`config.mk`:
```
export PLATFORM = sky130hd
export DESIGN_NAME = i2c_init_seq_flat
export DESIGN_NICKNAME = d
export VERILOG_FILES = /design/src/rtl/i2c_init_seq_if.sv /design/src/rtl/i2c_init_seq.sv /design/src/flat_wrapper.sv
export SDC_FILE = /design/constraint.sdc
export NUM_CORES = 1
export LEC_CHECK = 0
export CELL_PAD_IN_SITES_DETAIL_PLACEMENT = 2
export CELL_PAD_IN_SITES_GLOBAL_PLACEMENT = 2
export CORE_MARGIN = 10
export CORE_UTILIZATION = 27
export CTS_CLUSTER_SIZE = 12
export DETAILED_ROUTE_END_ITERATION = 10
export PLACE_DENSITY = 0.86
export SLEW_MARGIN = 20
export SYNTH_ARGS = -nofsm -noshare
export SYNTH_HDL_FRONTEND = slang
export SYNTH_SLANG_ARGS = --single-unit
export TNS_END_PERCENT = 50
```
`constraint.sdc`:
```
create_clock -name I2C_clk -period 2.8 [get_ports I2C_clk]
set_input_delay 0.42 -clock I2C_clk [delete_from_list [all_inputs] [get_ports I2C_clk]]
set_output_delay 0.42 -clock I2C_clk [all_outputs]
set_load 0.02 [all_outputs]
```
`src/rtl/i2c_init_seq_if.sv`:
```
// Write handshake between the power-up init sequencer (master) and the I2C write engine (slave).
// Byte fields are held by the master from the write pulse until the engine reports completion.
interface i2c_init_seq_if;
  logic       write;
  logic [7:0] Addr;
  logic [7:0] SubAddrH;
  logic [7:0] SubAddrL;
  logic [7:0] Data;
  logic       ready;
  logic       errory;

  modport master (
    output write, Addr, SubAddrH, SubAddrL, Data,
    input  ready, errory
  );

  modport slave (
    input  write, Addr, SubAddrH, SubAddrL, Data,
    output ready, errory
  );
endinterface

```
`src/rtl/i2c_init_seq.sv`:
```
// Power-up configuration sequencer: walks a ROM table of {Addr, SubAddrH, SubAddrL, Data}
// entries, issues one I2C write per entry, retries NACKed/timed-out writes, reports done/fail.
module i2c_init_seq #(
  parameter int NUM_REGS   = 16,
  parameter int AW         = 4,
  parameter int BOOT_DELAY = 1000,
  parameter int GAP_CYCLES = 8,
  parameter int MAX_RETRY  = 3,
  parameter int TIMEOUT    = 4096
) (
  input  logic                 I2C_clk,
  input  logic                 reset,
  input  logic                 start,
  output logic [AW-1:0]        rom_addr,
  input  logic [31:0]          rom_data,
  i2c_init_seq_if.master       eng,
  output logic                 busy,
  output logic                 done,
  output logic                 fail,
  output logic [AW-1:0]        fail_index
);

  localparam int CMAX_A = (BOOT_DELAY > GAP_CYCLES) ? BOOT_DELAY : GAP_CYCLES;
  localparam int CMAX   = (CMAX_A > TIMEOUT) ? CMAX_A : TIMEOUT;
  localparam int CW     = $clog2(CMAX + 1);
  localparam int RW     = (MAX_RETRY > 0) ? $clog2(MAX_RETRY + 1) : 1;

  localparam logic [CW-1:0] BOOT_LAST = CW'(BOOT_DELAY - 1);
  localparam logic [CW-1:0] GAP_LAST  = CW'(GAP_CYCLES - 1);
  localparam logic [CW-1:0] TO_LAST   = CW'(TIMEOUT - 1);
  localparam logic [RW-1:0] RETRY_MAX = RW'(MAX_RETRY);
  localparam logic [AW-1:0] LAST_IDX  = AW'(NUM_REGS - 1);

  typedef enum logic [3:0] {
    S_BOOT      = 4'd0,
    S_FETCH     = 4'd1,
    S_LOAD      = 4'd2,
    S_ISSUE     = 4'd3,
    S_WAIT_BUSY = 4'd4,
    S_WAIT_DONE = 4'd5,
    S_GAP       = 4'd6,
    S_DONE      = 4'd7,
    S_FAIL      = 4'd8
  } state_e;

  state_e        state_q, state_d;
  logic [CW-1:0] cnt_q, cnt_d;
  logic [AW-1:0] idx_q, idx_d;
  logic [RW-1:0] retry_q, retry_d;
  logic          pend_q, pend_d;
  logic          write_q, write_d;
  logic [31:0]   bytes_q, bytes_d;
  logic [AW-1:0] rom_addr_q, rom_addr_d;
  logic          busy_q, busy_d;
  logic          done_q, done_d;
  logic          fail_q, fail_d;
  logic [AW-1:0] fail_index_q, fail_index_d;

  logic          att_end_s;
  logic          att_err_s;
  logic          retry_ok_s;

  // An attempt ends when the engine completes, or when the wait in either wait state expires.
  assign att_end_s  = ((state_q == S_WAIT_BUSY) && eng.ready && (cnt_q == TO_LAST)) ||
                      ((state_q == S_WAIT_DONE) && (eng.ready || (cnt_q == TO_LAST)));
  assign att_err_s  = ((state_q == S_WAIT_DONE) && eng.ready) ? eng.errory : 1'b1;
  assign retry_ok_s = (retry_q < RETRY_MAX);

  // Next-state and next-output computation for the sequencer.
  always_comb begin
    state_d  = state_q;
    cnt_d    = cnt_q;
    idx_d    = idx_q;
    retry_d  = retry_q;
    pend_d   = pend_q;
    write_d  = 1'b0;
    bytes_d  = bytes_q;

    case (state_q)
      S_BOOT: begin
        if (cnt_q == BOOT_LAST) begin
          cnt_d   = {CW{1'b0}};
          idx_d   = {AW{1'b0}};
          state_d = S_FETCH;
        end else begin
          cnt_d = cnt_q + 1'b1;
        end
      end
      S_FETCH: begin
        state_d = S_LOAD;
      end
      S_LOAD: begin
        bytes_d = rom_data;
        if (rom_data[31:24] == 8'hFF) begin
          state_d = S_DONE;
        end else begin
          state_d = S_ISSUE;
        end
      end
      S_ISSUE: begin
        cnt_d = {CW{1'b0}};
        if (eng.ready) begin
          write_d = 1'b1;
          state_d = S_WAIT_BUSY;
        end else begin
          state_d = S_ISSUE;
        end
      end
      S_WAIT_BUSY, S_WAIT_DONE: begin
        if (att_end_s) begin
          cnt_d = {CW{1'b0}};
          if (!att_err_s) begin
            retry_d = {RW{1'b0}};
            pend_d  = 1'b0;
            state_d = S_GAP;
          end else if (retry_ok_s) begin
            retry_d = retry_q + 1'b1;
            pend_d  = 1'b1;
            state_d = S_GAP;
          end else begin
            state_d = S_FAIL;
          end
        end else if ((state_q == S_WAIT_BUSY) && !eng.ready) begin
          cnt_d   = {CW{1'b0}};
          state_d = S_WAIT_DONE;
        end else begin
          cnt_d = cnt_q + 1'b1;
        end
      end
      S_GAP: begin
        if (cnt_q == GAP_LAST) begin
          cnt_d = {CW{1'b0}};
          if (pend_q) begin
            pend_d  = 1'b0;
            state_d = S_ISSUE;
          end else if (idx_q == LAST_IDX) begin
            state_d = S_DONE;
          end else begin
            idx_d   = idx_q + 1'b1;
            state_d = S_FETCH;
          end
        end else begin
          cnt_d = cnt_q + 1'b1;
        end
      end
      S_DONE: begin
        if (start) begin
          idx_d   = {AW{1'b0}};
          state_d = S_FETCH;
        end else begin
          state_d = S_DONE;
        end
      end
      S_FAIL: begin
        if (start) begin
          idx_d   = {AW{1'b0}};
          retry_d = {RW{1'b0}};
          pend_d  = 1'b0;
          state_d = S_FETCH;
        end else begin
          state_d = S_FAIL;
        end
      end
      default: begin
        cnt_d   = {CW{1'b0}};
        state_d = S_BOOT;
      end
    endcase

    rom_addr_d   = idx_d;
    busy_d       = (state_d != S_DONE) && (state_d != S_FAIL);
    done_d       = (state_d == S_DONE);
    fail_d       = (state_d == S_FAIL);
    fail_index_d = (state_d == S_FAIL) ? idx_q : {AW{1'b0}};
  end

  // Sequencer state and registered outputs; reset restarts from BOOT.
  always_ff @(posedge I2C_clk) begin
    if (reset) begin
      state_q      <= S_BOOT;
      cnt_q        <= {CW{1'b0}};
      idx_q        <= {AW{1'b0}};
      retry_q      <= {RW{1'b0}};
      pend_q       <= 1'b0;
      write_q      <= 1'b0;
      bytes_q      <= 32'h0000_0000;
      rom_addr_q   <= {AW{1'b0}};
      busy_q       <= 1'b1;
      done_q       <= 1'b0;
      fail_q       <= 1'b0;
      fail_index_q <= {AW{1'b0}};
    end else begin
      state_q      <= state_d;
      cnt_q        <= cnt_d;
      idx_q        <= idx_d;
      retry_q      <= retry_d;
      pend_q       <= pend_d;
      write_q      <= write_d;
      bytes_q      <= bytes_d;
      rom_addr_q   <= rom_addr_d;
      busy_q       <= busy_d;
      done_q       <= done_d;
      fail_q       <= fail_d;
      fail_index_q <= fail_index_d;
    end
  end

  assign eng.write    = write_q;
  assign eng.Addr     = bytes_q[31:24];
  assign eng.SubAddrH = bytes_q[23:16];
  assign eng.SubAddrL = bytes_q[15:8];
  assign eng.Data     = bytes_q[7:0];
  assign rom_addr     = rom_addr_q;
  assign busy         = busy_q;
  assign done         = done_q;
  assign fail         = fail_q;
  assign fail_index   = fail_index_q;

endmodule
```
`src/flat_wrapper.sv`:
```
// flat-port wrapper written by rule: the top's interface ports become plain ports
module i2c_init_seq_flat 
#(
  parameter int NUM_REGS   = 16,
  parameter int AW         = 4,
  parameter int BOOT_DELAY = 1000,
  parameter int GAP_CYCLES = 8,
  parameter int MAX_RETRY  = 3,
  parameter int TIMEOUT    = 4096
)
  (I2C_clk, reset, start, rom_addr, rom_data, busy, done, fail, fail_index, eng_write, eng_Addr, eng_SubAddrH, eng_SubAddrL, eng_Data, eng_ready, eng_errory);
  i2c_init_seq_if eng_i ();
  input  logic I2C_clk;
  input  logic reset;
  input  logic start;
  output logic [AW-1:0] rom_addr;
  input  logic [31:0] rom_data;
  output logic busy;
  output logic done;
  output logic fail;
  output logic [AW-1:0] fail_index;
  output wire logic [$bits(eng_i.write)-1:0] eng_write;
  output wire logic [$bits(eng_i.Addr)-1:0] eng_Addr;
  output wire logic [$bits(eng_i.SubAddrH)-1:0] eng_SubAddrH;
  output wire logic [$bits(eng_i.SubAddrL)-1:0] eng_SubAddrL;
  output wire logic [$bits(eng_i.Data)-1:0] eng_Data;
  input wire logic [$bits(eng_i.ready)-1:0] eng_ready;
  input wire logic [$bits(eng_i.errory)-1:0] eng_errory;
  assign eng_write = eng_i.write;
  assign eng_Addr = eng_i.Addr;
  assign eng_SubAddrH = eng_i.SubAddrH;
  assign eng_SubAddrL = eng_i.SubAddrL;
  assign eng_Data = eng_i.Data;
  assign eng_i.ready = eng_ready;
  assign eng_i.errory = eng_errory;
  i2c_init_seq #(.NUM_REGS(NUM_REGS), .AW(AW), .BOOT_DELAY(BOOT_DELAY), .GAP_CYCLES(GAP_CYCLES), .MAX_RETRY(MAX_RETRY), .TIMEOUT(TIMEOUT)) u_core (.I2C_clk(I2C_clk), .reset(reset), .start(start), .rom_addr(rom_addr), .rom_data(rom_data), .eng(eng_i), .busy(busy), .done(done), .fail(fail), .fail_index(fail_index));
endmodule
```
Word-level counts from Yosys, hierarchy flattened
Cells that the tools add are included. W data, S select, Z words.

Add/subtract/negate cells: 3. Magnitude comparators: 1. Eq/ne operators: 25. Mux-type cells: 37. Bitwise gates (word level): 2. Reduce and logical (&&, ||, !) cells: 21.

Operator list (count): $mux W13 (4); $mux W4 (13); $pmux W13 S4 (1); $pmux W4 S8 (1); $eq A4 B3 Y1 const B (5); $add A13 B1 Y13 const B (1); $eq A13 B10 Y1 const B (1); $eq A13 B12 Y1 const B (1); $eq A13 B3 Y1 const B (1); $eq A4 B4 Y1 const B (3); $mux W3 (4); $pmux W4 S3 (1); $eq A4 B2 Y1 const B (2); $eq A8 B8 Y1 const B (1); $mux W2 (4); $ne A2 B1 Y1 const B (4); $reduce_or A2 Y1 (4); $mux W1 (7); $logic_and A1 B1 Y1 (6); $ne A2 B2 Y1 const B (3); $reduce_and A6 Y1 (1); $reduce_bool A3 Y1 (2); $reduce_and A5 Y1 (1); $add A4 B1 Y4 const B (1); other kinds (15) (17).

Bits in registers: 64. Input port bits: 37. Output and inout bits: 44. Word-level logic and storage cells: 100.

Depth between registers and ports, before layout
Gate-level depths: netlist (run 1).

Word-level depth: 9. Mapped depth: 8.

Least setup slack after synthesis (run 1)
Ideal clock, no wire load.

Path kind: register to register. Start: register u_core.cnt_q[10]. End: register u_core.cnt_q[10]. Setup time: 0.128 ns. Arrival time: 1.994 ns. Required time: 2.672 ns. Setup slack: 0.677 ns. Stages on the path, launching flop included: 8. Buffers on the path: 1. Period minus slack after synthesis: 2.123 ns. Cell sequence: dfxtp_1 > or4_1 > or3_1 > buf_6 > o21ai_4 > o211ai_1 > o21bai_2 > nor2_1.

Word-level cells in the longest chain between the ends: 6.

Ends and longest elaborated chain: start: declaration (line i2c_init_seq.sv:47) `logic [CW-1:0] cnt_q, cnt_d;`; start signal: assignment (line i2c_init_seq.sv:181) `cnt_q <= {CW{1'b0}};`; start signal: assignment (line i2c_init_seq.sv:194) `cnt_q <= cnt_d;`; parallel branches: the longest is 5 deep, another holds $add A13 B1 Y13; $pmux W13 S4 (*) (line i2c_init_seq.sv:79) `case (state_q)`.

Mark *: on every way between the ends. A chain may end at the register's enable or synchronous reset.

Worst setup path in the final report (run 1)
Start: register u_core.cnt_q[10]. End: register u_core.cnt_q[2].

Word-level cells in the longest chain between the ends: 6.

Ends and longest elaborated chain: $eq A13 B12 Y1 (line i2c_init_seq.sv:64, i2c_init_seq.sv:65); $logic_or A1 B1 Y1 (line i2c_init_seq.sv:65) `((state_q == S_WAIT_DONE) && (eng.ready || (cnt_q == TO_LAST)));`; $logic_and A1 B1 Y1 (line i2c_init_seq.sv:65); $logic_or A1 B1 Y1 (line i2c_init_seq.sv:64) `assign att_end_s = ((state_q == S_WAIT_BUSY) && eng.ready && (cnt_q == TO_LAST)) ||`; $mux W13 (line i2c_init_seq.sv:110) `if (att_end_s) begin`; $pmux W13 S4 (*) (line i2c_init_seq.sv:79).

Every way passes the cells marked *; elsewhere a longest branch is shown, timed or not.

==> out/qor.csv, run 1 <==
metric,value,unit
status,"finished, final reports clean",
RSZ-0062 raised after global routing,false,
clock latency on the worst-skew pair,0.36,ns
number of global-route vias before repair,3215,
total gr overflow,0,
Ys Warns,0,
"Seq/Total Area, Yosys",44.8,%
H-tree depth,3,
Netlist cell types,48,
number of synthesized flops with an enable pin,0,
largest net degree at the start of global routing,29,
Nets,474,
area delta synth->final,37.9,%
critical path's top delay family,simple AND/OR/NAND/NOR gates,
register share of total power,53.8,%
Slew HR,57.5,%
Int Power,0.00130,W
hold path depth,2,
Die Span X,123,um
Worst Hold End,u_core.bytes_q[13]$_SDFFE_PP0P_,
Clock Path Buffers,2,
Fmax,0.393,GHz
Crit path arrival time,2.76,ns
Power Density,432,nW/um^2
Comb pwr share,5.0,%
root buf cell,clkbuf_8,
fraction of layout cells with a size suffix above 1,8.24,%
Critical R2R Capture,u_core.cnt_q[2]$_SDFFE_PP0N_,
FF-to-FF setup slack,0.26,ns
Critical Path Fanout Max,10,
DRT Pass-1 Iters,4,
Layout fillers,1139,
Worst-Margin Slew,0.631,ns
CTS tree,done,
core area,10300,um^2
detailed-route via count,2910,
die area,15100,um^2
syn_nets,393,
max incr delay on CP,0.52,ns
period utilization,90.9,%
Final Setup Violations,0,
placed instance count,559,
final std cells w/o fill,573,
Fin Setup TNS,0,ns
Syn Inst Count,353,
initial DRC count,136,
critical path class,reg -> reg,
vias per std cell,5.08,
Die H,123,um
Mapped Area,2860,um^2
post-route clock skew,0.0148,ns
# diodes,0,
Max-Cap Viols,0,
CP Capture Type,register,
"Async S/R FF share, synth",0,%
Final Max Slew Viols,0,
row count,37,
syn_area_per_cell,8.11,um^2
# port buffers,80,
# IOs,81,
"Hold Vio Cnt, Final",0,
Main synth FF type,dfxtp_1,
Leak,1.31,nW
#FFs+latches synth,64,
switching share of power,24.1,%
first-pass GRT wire length,17.2,mm
P_sw,0.000411,W
postcts setup bufs,0,
minimum clock period,2.54,ns
TritonCTS Buffers,9,
Worst Path Required,3.02,ns
CP Launch Type,register,
drt drc,0,
"Cell Chain, Critical Path",or4_1 > or3_1 > o21ai_4 > o211ai_1 > o21bai_2 > nor2_1,
hold path start,u_core.bytes_q[13]$_SDFFE_PP0P_,
clock share of power,41.2,%
wire per inst,18.8,um
clk sinks,64,
antenna-violating nets left,0,
initial antenna violation count,0,
r2r startpoint,u_core.cnt_q[10]$_SDFFE_PP0N_,
worst hold path type,reg -> reg,
Worst Path Buf+Inv,0,
slowest CP cell,or4_1,
worst vdd ir,0.000212,V
Worst-path clk slew,0.07,ns
GR Util All Layers,14.3,%
hpwl dp,8.05,mm
routability cong.,0.894,
Total Wirelength,10.8,mm
Starting Density,27.7,%
reg2reg path depth,6,
-- power by group through the flow --
stage / clock, W / sequential, W / combinational, W
6_report: 0.000703 / 0.000918 / 0.0000853
5_1_grt: 0.000767 / 0.000918 / 0.0000922
4_1_cts: 0.000725 / 0.000918 / 0.0000857
3_5_place_dp: 0 / 0.000939 / 0.0000846
3_3_place_gp: 0 / 0.000938 / 0.0000822
2_1_floorplan: 0 / 0.000938 / 0.0000239
-- tightest hold or removal path: cells and delay by family (launching register included) --
family,cells,cell delay [ns]
flops,1,0.31
simple gates,1,0.05
compound gates,1,0.05
-- cell usage after synthesis (all sizes together) (4+ instances only) --
cell type  instances  area (um^2)
nand2             82          308
dfxtp             64         1280
a21oi             43          215
nor2              27          101
clkbuf            16         90.1
nand3             12         60.1
nor3               8         40.0
o21ai              8         51.3
xnor2              8         70.1
and2               7         43.8
nand4              7         50.1
nor4               6         37.5
a211oi             5         42.5
inv                5         18.8
xor2               4         35.0
-- worst max path at each step --
stage | from | to | slack (ns) | cells past startpoint
finish | u_core.cnt_q[10]$_SDFFE_PP0N_ | u_core.cnt_q[2]$_SDFFE_PP0N_ | 0.26 | 6
global route | u_core.cnt_q[10]$_SDFFE_PP0N_ | u_core.cnt_q[6]$_SDFFE_PP0N_ | 0.06 | 6
CTS | u_core.cnt_q[0]$_SDFFE_PP0N_ | u_core.fail_index[1]$_SDFF_PP0_ | 0.17 | 7
detailed placement | eng_ready | u_core.fail_index[1]$_SDFF_PP0_ | 0.22 | 7
global placement | eng_ready | u_core.fail_index[0]$_SDFF_PP0_ | 0.39 | 7
floorplan | u_core.cnt_q[10]$_SDFFE_PP0N_ | u_core.cnt_q[10]$_SDFFE_PP0N_ | 0.68 | 7
-- metrics by stage --
stage | instance area [um^2] | hold slack [ns] | worst slack (ns) | power (W) | util [%]
2_1_floorplan | 2860 | 0.441 | 0.677 | 0.000962 | -
3_3_place_gp | 3780 | 0.441 | 0.394 | 0.00102 | 36.6
3_5_place_dp | 3780 | 0.455 | 0.223 | 0.00102 | 36.6
4_1_cts | 3940 | 0.465 | 0.168 | 0.00173 | 38.2
5_1_grt | 3950 | 0.485 | 0.0578 | 0.00178 | 38.2
6_report | 3950 | 0.463 | 0.256 | 0.00171 | 38.2
-- routing by layer --
layer / GRT usage, % / share of wire [%]
met5: 0 / 0
met4: 6.11 / 2.4
met3: 4.38 / 5.4
met2: 24.6 / 50
met1: 16.2 / 42
-- layout make-up --
| type | instances | area (um^2) | share of cell area, % |
|---|---|---|---|
| multi-input combinational | 266 | 1460 | 37.0 |
| tap | 136 | 170 | 4.31 |
| inverter | 5 | 18.8 | 0.475 |
| clock inverter | 4 | 22.5 | 0.570 |
| timing repair buffer | 88 | 856 | 21.7 |
| sequential | 64 | 1280 | 32.4 |
| clock buffer | 10 | 138 | 3.49 |
-- logic make-up (layout without fill, tap and decap cells) --
kind of cell               count (synthesis)  in the layout  synth area share (%)
and+or+nand+nor                          173            173                  28.4
AOI/OAI and AO/OA                         78             78                  17.4
DFF                                       64             64                  44.8
buffers and inverters                     23            107                  4.50
xor gates and xnor gates                  12             12                  3.67
adders and majority gates                  3              3                  1.31
-- sequential cells by signal (all words and copies together), names as in the netlist --
signal             flops
u_core.cnt_q          13
u_core.pend_q          1
u_core.fail            1
u_core.done            1
u_core.busy            1
u_core.bytes_q        32
u_core.fail_index      4
u_core.state_q         4
u_core.retry_q         2
u_core.eng.write       1
u_core.idx_q           4
-- cell usage in the layout, fill, tap and decap left out, drive strengths merged, types with 4 or more instances in the layout --
cell type / count
a211oi: 5
a21oi: 43
and2: 7
buf: 9
clkbuf: 10
clkdlybuf4s50: 79
dfxtp: 64
inv: 5
nand2: 82
nand3: 12
nand4: 7
nor2: 27
nor3: 8
nor4: 6
o21ai: 8
xnor2: 8
xor2: 4
-- timing repair --
action,4_1_cts,5_1_grt
endpoints found under the setup margin,0,5
resized for setup,0,1
hold buffers,0,0
Power figures use the tool's default switching activity.
==> run 2, diff against run 1 <==
--- a/config.mk
+++ b/config.mk
@@ -7,6 +7,7 @@
 export LEC_CHECK = 0
 export CELL_PAD_IN_SITES_DETAIL_PLACEMENT = 2
 export CELL_PAD_IN_SITES_GLOBAL_PLACEMENT = 2
+export CORE_ASPECT_RATIO = 1.25
 export CORE_MARGIN = 10
 export CORE_UTILIZATION = 27
 export CTS_CLUSTER_SIZE = 12
==> run 2 against run 1 <==
Compared with the run above:
- non-clock buffer count unchanged
- clock-buffer cell count up 3
- combinational power increased by 0.9%
- fmax grew 1.3%
- global-route usage is 0.097 points lower
- via count shrank 1.1%
- first-iteration DRC count decreased by 20%
- setup slack gained 0.032 ns
- die area increased by 0.17%
- sequential cell count unchanged
- critical path type unchanged
- highest routed layer unchanged
==> out/qor.csv, run 2 (synthesized netlist as in run 1, its figures left out) <==
metric,value,unit,change
status,"finished, final reports clean",,
Starting Density,27.4,%,-0.36 points
antenna-violating nets left,0,,unchanged
post-route cell area,4060,um^2,+2.7%
fraction of layout cells with a size suffix above 1,7.74,%,-0.49 points
clock latency on the worst-skew pair,0.34,ns,-0.02 ns
H-tree depth,3,,unchanged
post-cts sizing count,0,,unchanged
hpwl dp,7.94,mm,-1.3%
Max-Cap Viols,0,,unchanged
max incr delay on CP,0.56,ns,+0.04 ns
max reg flops,32,,unchanged
"commonest non-fill, non-tap cell in the layout",nand2_1,,
Total Wirelength,10.8,mm,+0.41%
first-pass GRT wire length,17.6,mm,+1.9%
Fin Setup TNS,0,ns,unchanged
Nets,474,,unchanged
Power Density,502,nW/um^2,+16%
critical path's top delay family,simple AND/OR/NAND/NOR gates,,
postcts setup bufs,0,,unchanged
largest net degree at the start of global routing,33,,+14%
Clock Path Buffers,2,,unchanged
critical path class,reg -> reg,,
dpl cell area,3790,um^2,+0.20%
"commonest non-fill, non-tap cells in the layout","nand2_1 (82), clkdlybuf4s50_1 (79), dfxtp_1 (64), a21oi_1 (43), nor2_1 (26)",,
Leak,1.36,nW,+3.9%
"Cell Chain, Critical Path",or4_1 > or3_1 > nor4_1 > o31ai_1 > a211oi_2 > nor2_1,,
Final Setup Violations,0,,unchanged
die area,15100,um^2,+0.17%
# port buffers,80,,unchanged
clk sinks,64,,unchanged
drt drc,0,,unchanged
row count,42,,+14%
DRT Pass-1 Iters,4,,unchanged
Die H,135,um,+9.9%
total power,0.00204,W,+19%
CP Capture Type,register,,
# diodes,0,,unchanged
wire per inst,18.9,um,+0.76%
Worst-path clk slew,0.05,ns,-0.02 ns
number of global-route vias before repair,3193,,-0.68%
Worst-Margin Slew,0.650,ns,+0.0186 ns
# IOs,81,,unchanged
detailed-route via count,2879,,-1.1%
RSZ-0062 raised after global routing,false,,
initial antenna violation count,0,,unchanged
Critical Path Fanout Max,6,,-4
minimum clock period,2.51,ns,-0.0320 ns
CP Launch Type,register,,
routability cong.,0.917,,+2.6%
slowest CP cell,nor4_1,,
total gr overflow,0,,unchanged
vias per std cell,5.04,,-0.72%
GR Util All Layers,14.2,%,-0.097 points
CTS Hold Bufs,0,,unchanged
hold slack,0.457,ns,-0.00661 ns
Slew HR,56.3,%,-1.3 points
TritonCTS Buffers,9,,unchanged
Final Max Slew Viols,0,,unchanged
worst hold path type,reg -> reg,,
Die Span X,112,um,-8.8%
area delta synth->final,41.7,%,
Crit path arrival time,2.73,ns,-0.03 ns
"Hold Vio Cnt, Final",0,,unchanged
initial DRC count,109,,-20%
top flop regs,"u_core.bytes_q (32), u_core.cnt_q (13)",,
Fmax,0.398,GHz,+1.3%
Worst Path Buf+Inv,0,,unchanged
core area,10500,um^2,+1.3%
CTS tree,done,,
post-route clock skew,0.00580,ns,-0.00900 ns
worst vdd ir,0.000289,V,+36%
period utilization,89.7,%,-1.1 points
Worst Path Required,3.01,ns,about the same
Largest Register,u_core.bytes_q,,
root buf cell,clkbuf_16,,
run 2: cell types whose count changed in the layout (fill, tap and decap cells not counted):
cell / previous run / this run
buf_12: 0 / 1
clkbuf_8: 10 / 1
clkinv_2: 3 / 2
o41ai_1: 0 / 1
buf_4: 8 / 7
clkbuf_16: 0 / 9
o41ai_2: 1 / 0
clkbuf_1: 0 / 3
run 2: final timing paths:
path / from / depth (start not counted) / slack, ns / end
min reg2reg: u_core.bytes_q[8]$_SDFFE_PP0P_ / 2 / 0.46 / u_core.bytes_q[8]$_SDFFE_PP0P_
max: u_core.cnt_q[10]$_SDFFE_PP0N_ / 6 / 0.29 / u_core.busy$_SDFF_PP1_
min: u_core.bytes_q[8]$_SDFFE_PP0P_ / 2 / 0.46 / u_core.bytes_q[8]$_SDFFE_PP0P_
max reg2reg: u_core.cnt_q[10]$_SDFFE_PP0N_ / 6 / 0.29 / u_core.busy$_SDFF_PP1_
run 2: final cells by class:
class                      count  area, um^2
fill                        1199        6400
multi-input combinational    266        1460
sequential                    64        1280
timing repair buffer          88         868
clock buffer                  13         250
tap                          132         165
inverter                       5        18.8
clock inverter                 3        17.5
run 2: metal layers:
layer  part of all wire, %  track usage [%]  up-vias
li1                      -                -     1392
met1                    40             15.2     1423
met2                    53             25.9       49
met3                   4.2             4.17       15
met4                   2.0             5.08        0
met5                     0                0        -
run 2: worst register-to-register path, stage by stage, from the launching register on:
cell,delay [ns]
dfxtp_1,0.33
or4_1,0.50
or3_1,0.48
nor4_1,0.56
o31ai_1,0.16
a211oi_2,0.28
nor2_1,0.06
run 2: power by group:
group	total [W]	leakage (nW)	internal [W]	switching (W)
clock network	0.00103	0.130	0.000621	0.000411
registers	0.000919	0.516	0.000915	0.00000422
logic	0.0000861	0.715	0.0000515	0.0000346
total	0.00204	1.36	0.00159	0.000450
run 2: through the flow:
| step | setup WS, ns | util [%] | instances |
|---|---|---|---|
| floorplan | 0.677 | - | 353 |
| detailed placement | 0.252 | 36.2 | 555 |
| finish | 0.288 | 38.8 | 571 |
| global placement | 0.369 | 36.2 | 555 |
| global route | 0.0690 | 38.8 | 571 |
| CTS | 0.262 | 38.8 | 571 |
==> run 3, diff against run 2 <==
--- a/config.mk
+++ b/config.mk
@@ -10,7 +10,6 @@
 export CORE_ASPECT_RATIO = 1.25
 export CORE_MARGIN = 10
 export CORE_UTILIZATION = 27
-export CTS_CLUSTER_SIZE = 12
 export DETAILED_ROUTE_END_ITERATION = 10
 export PLACE_DENSITY = 0.86
 export SLEW_MARGIN = 20
==> results of run 3 <==
Same layout as run 2: the final DEF is identical, and so are final timing and power.
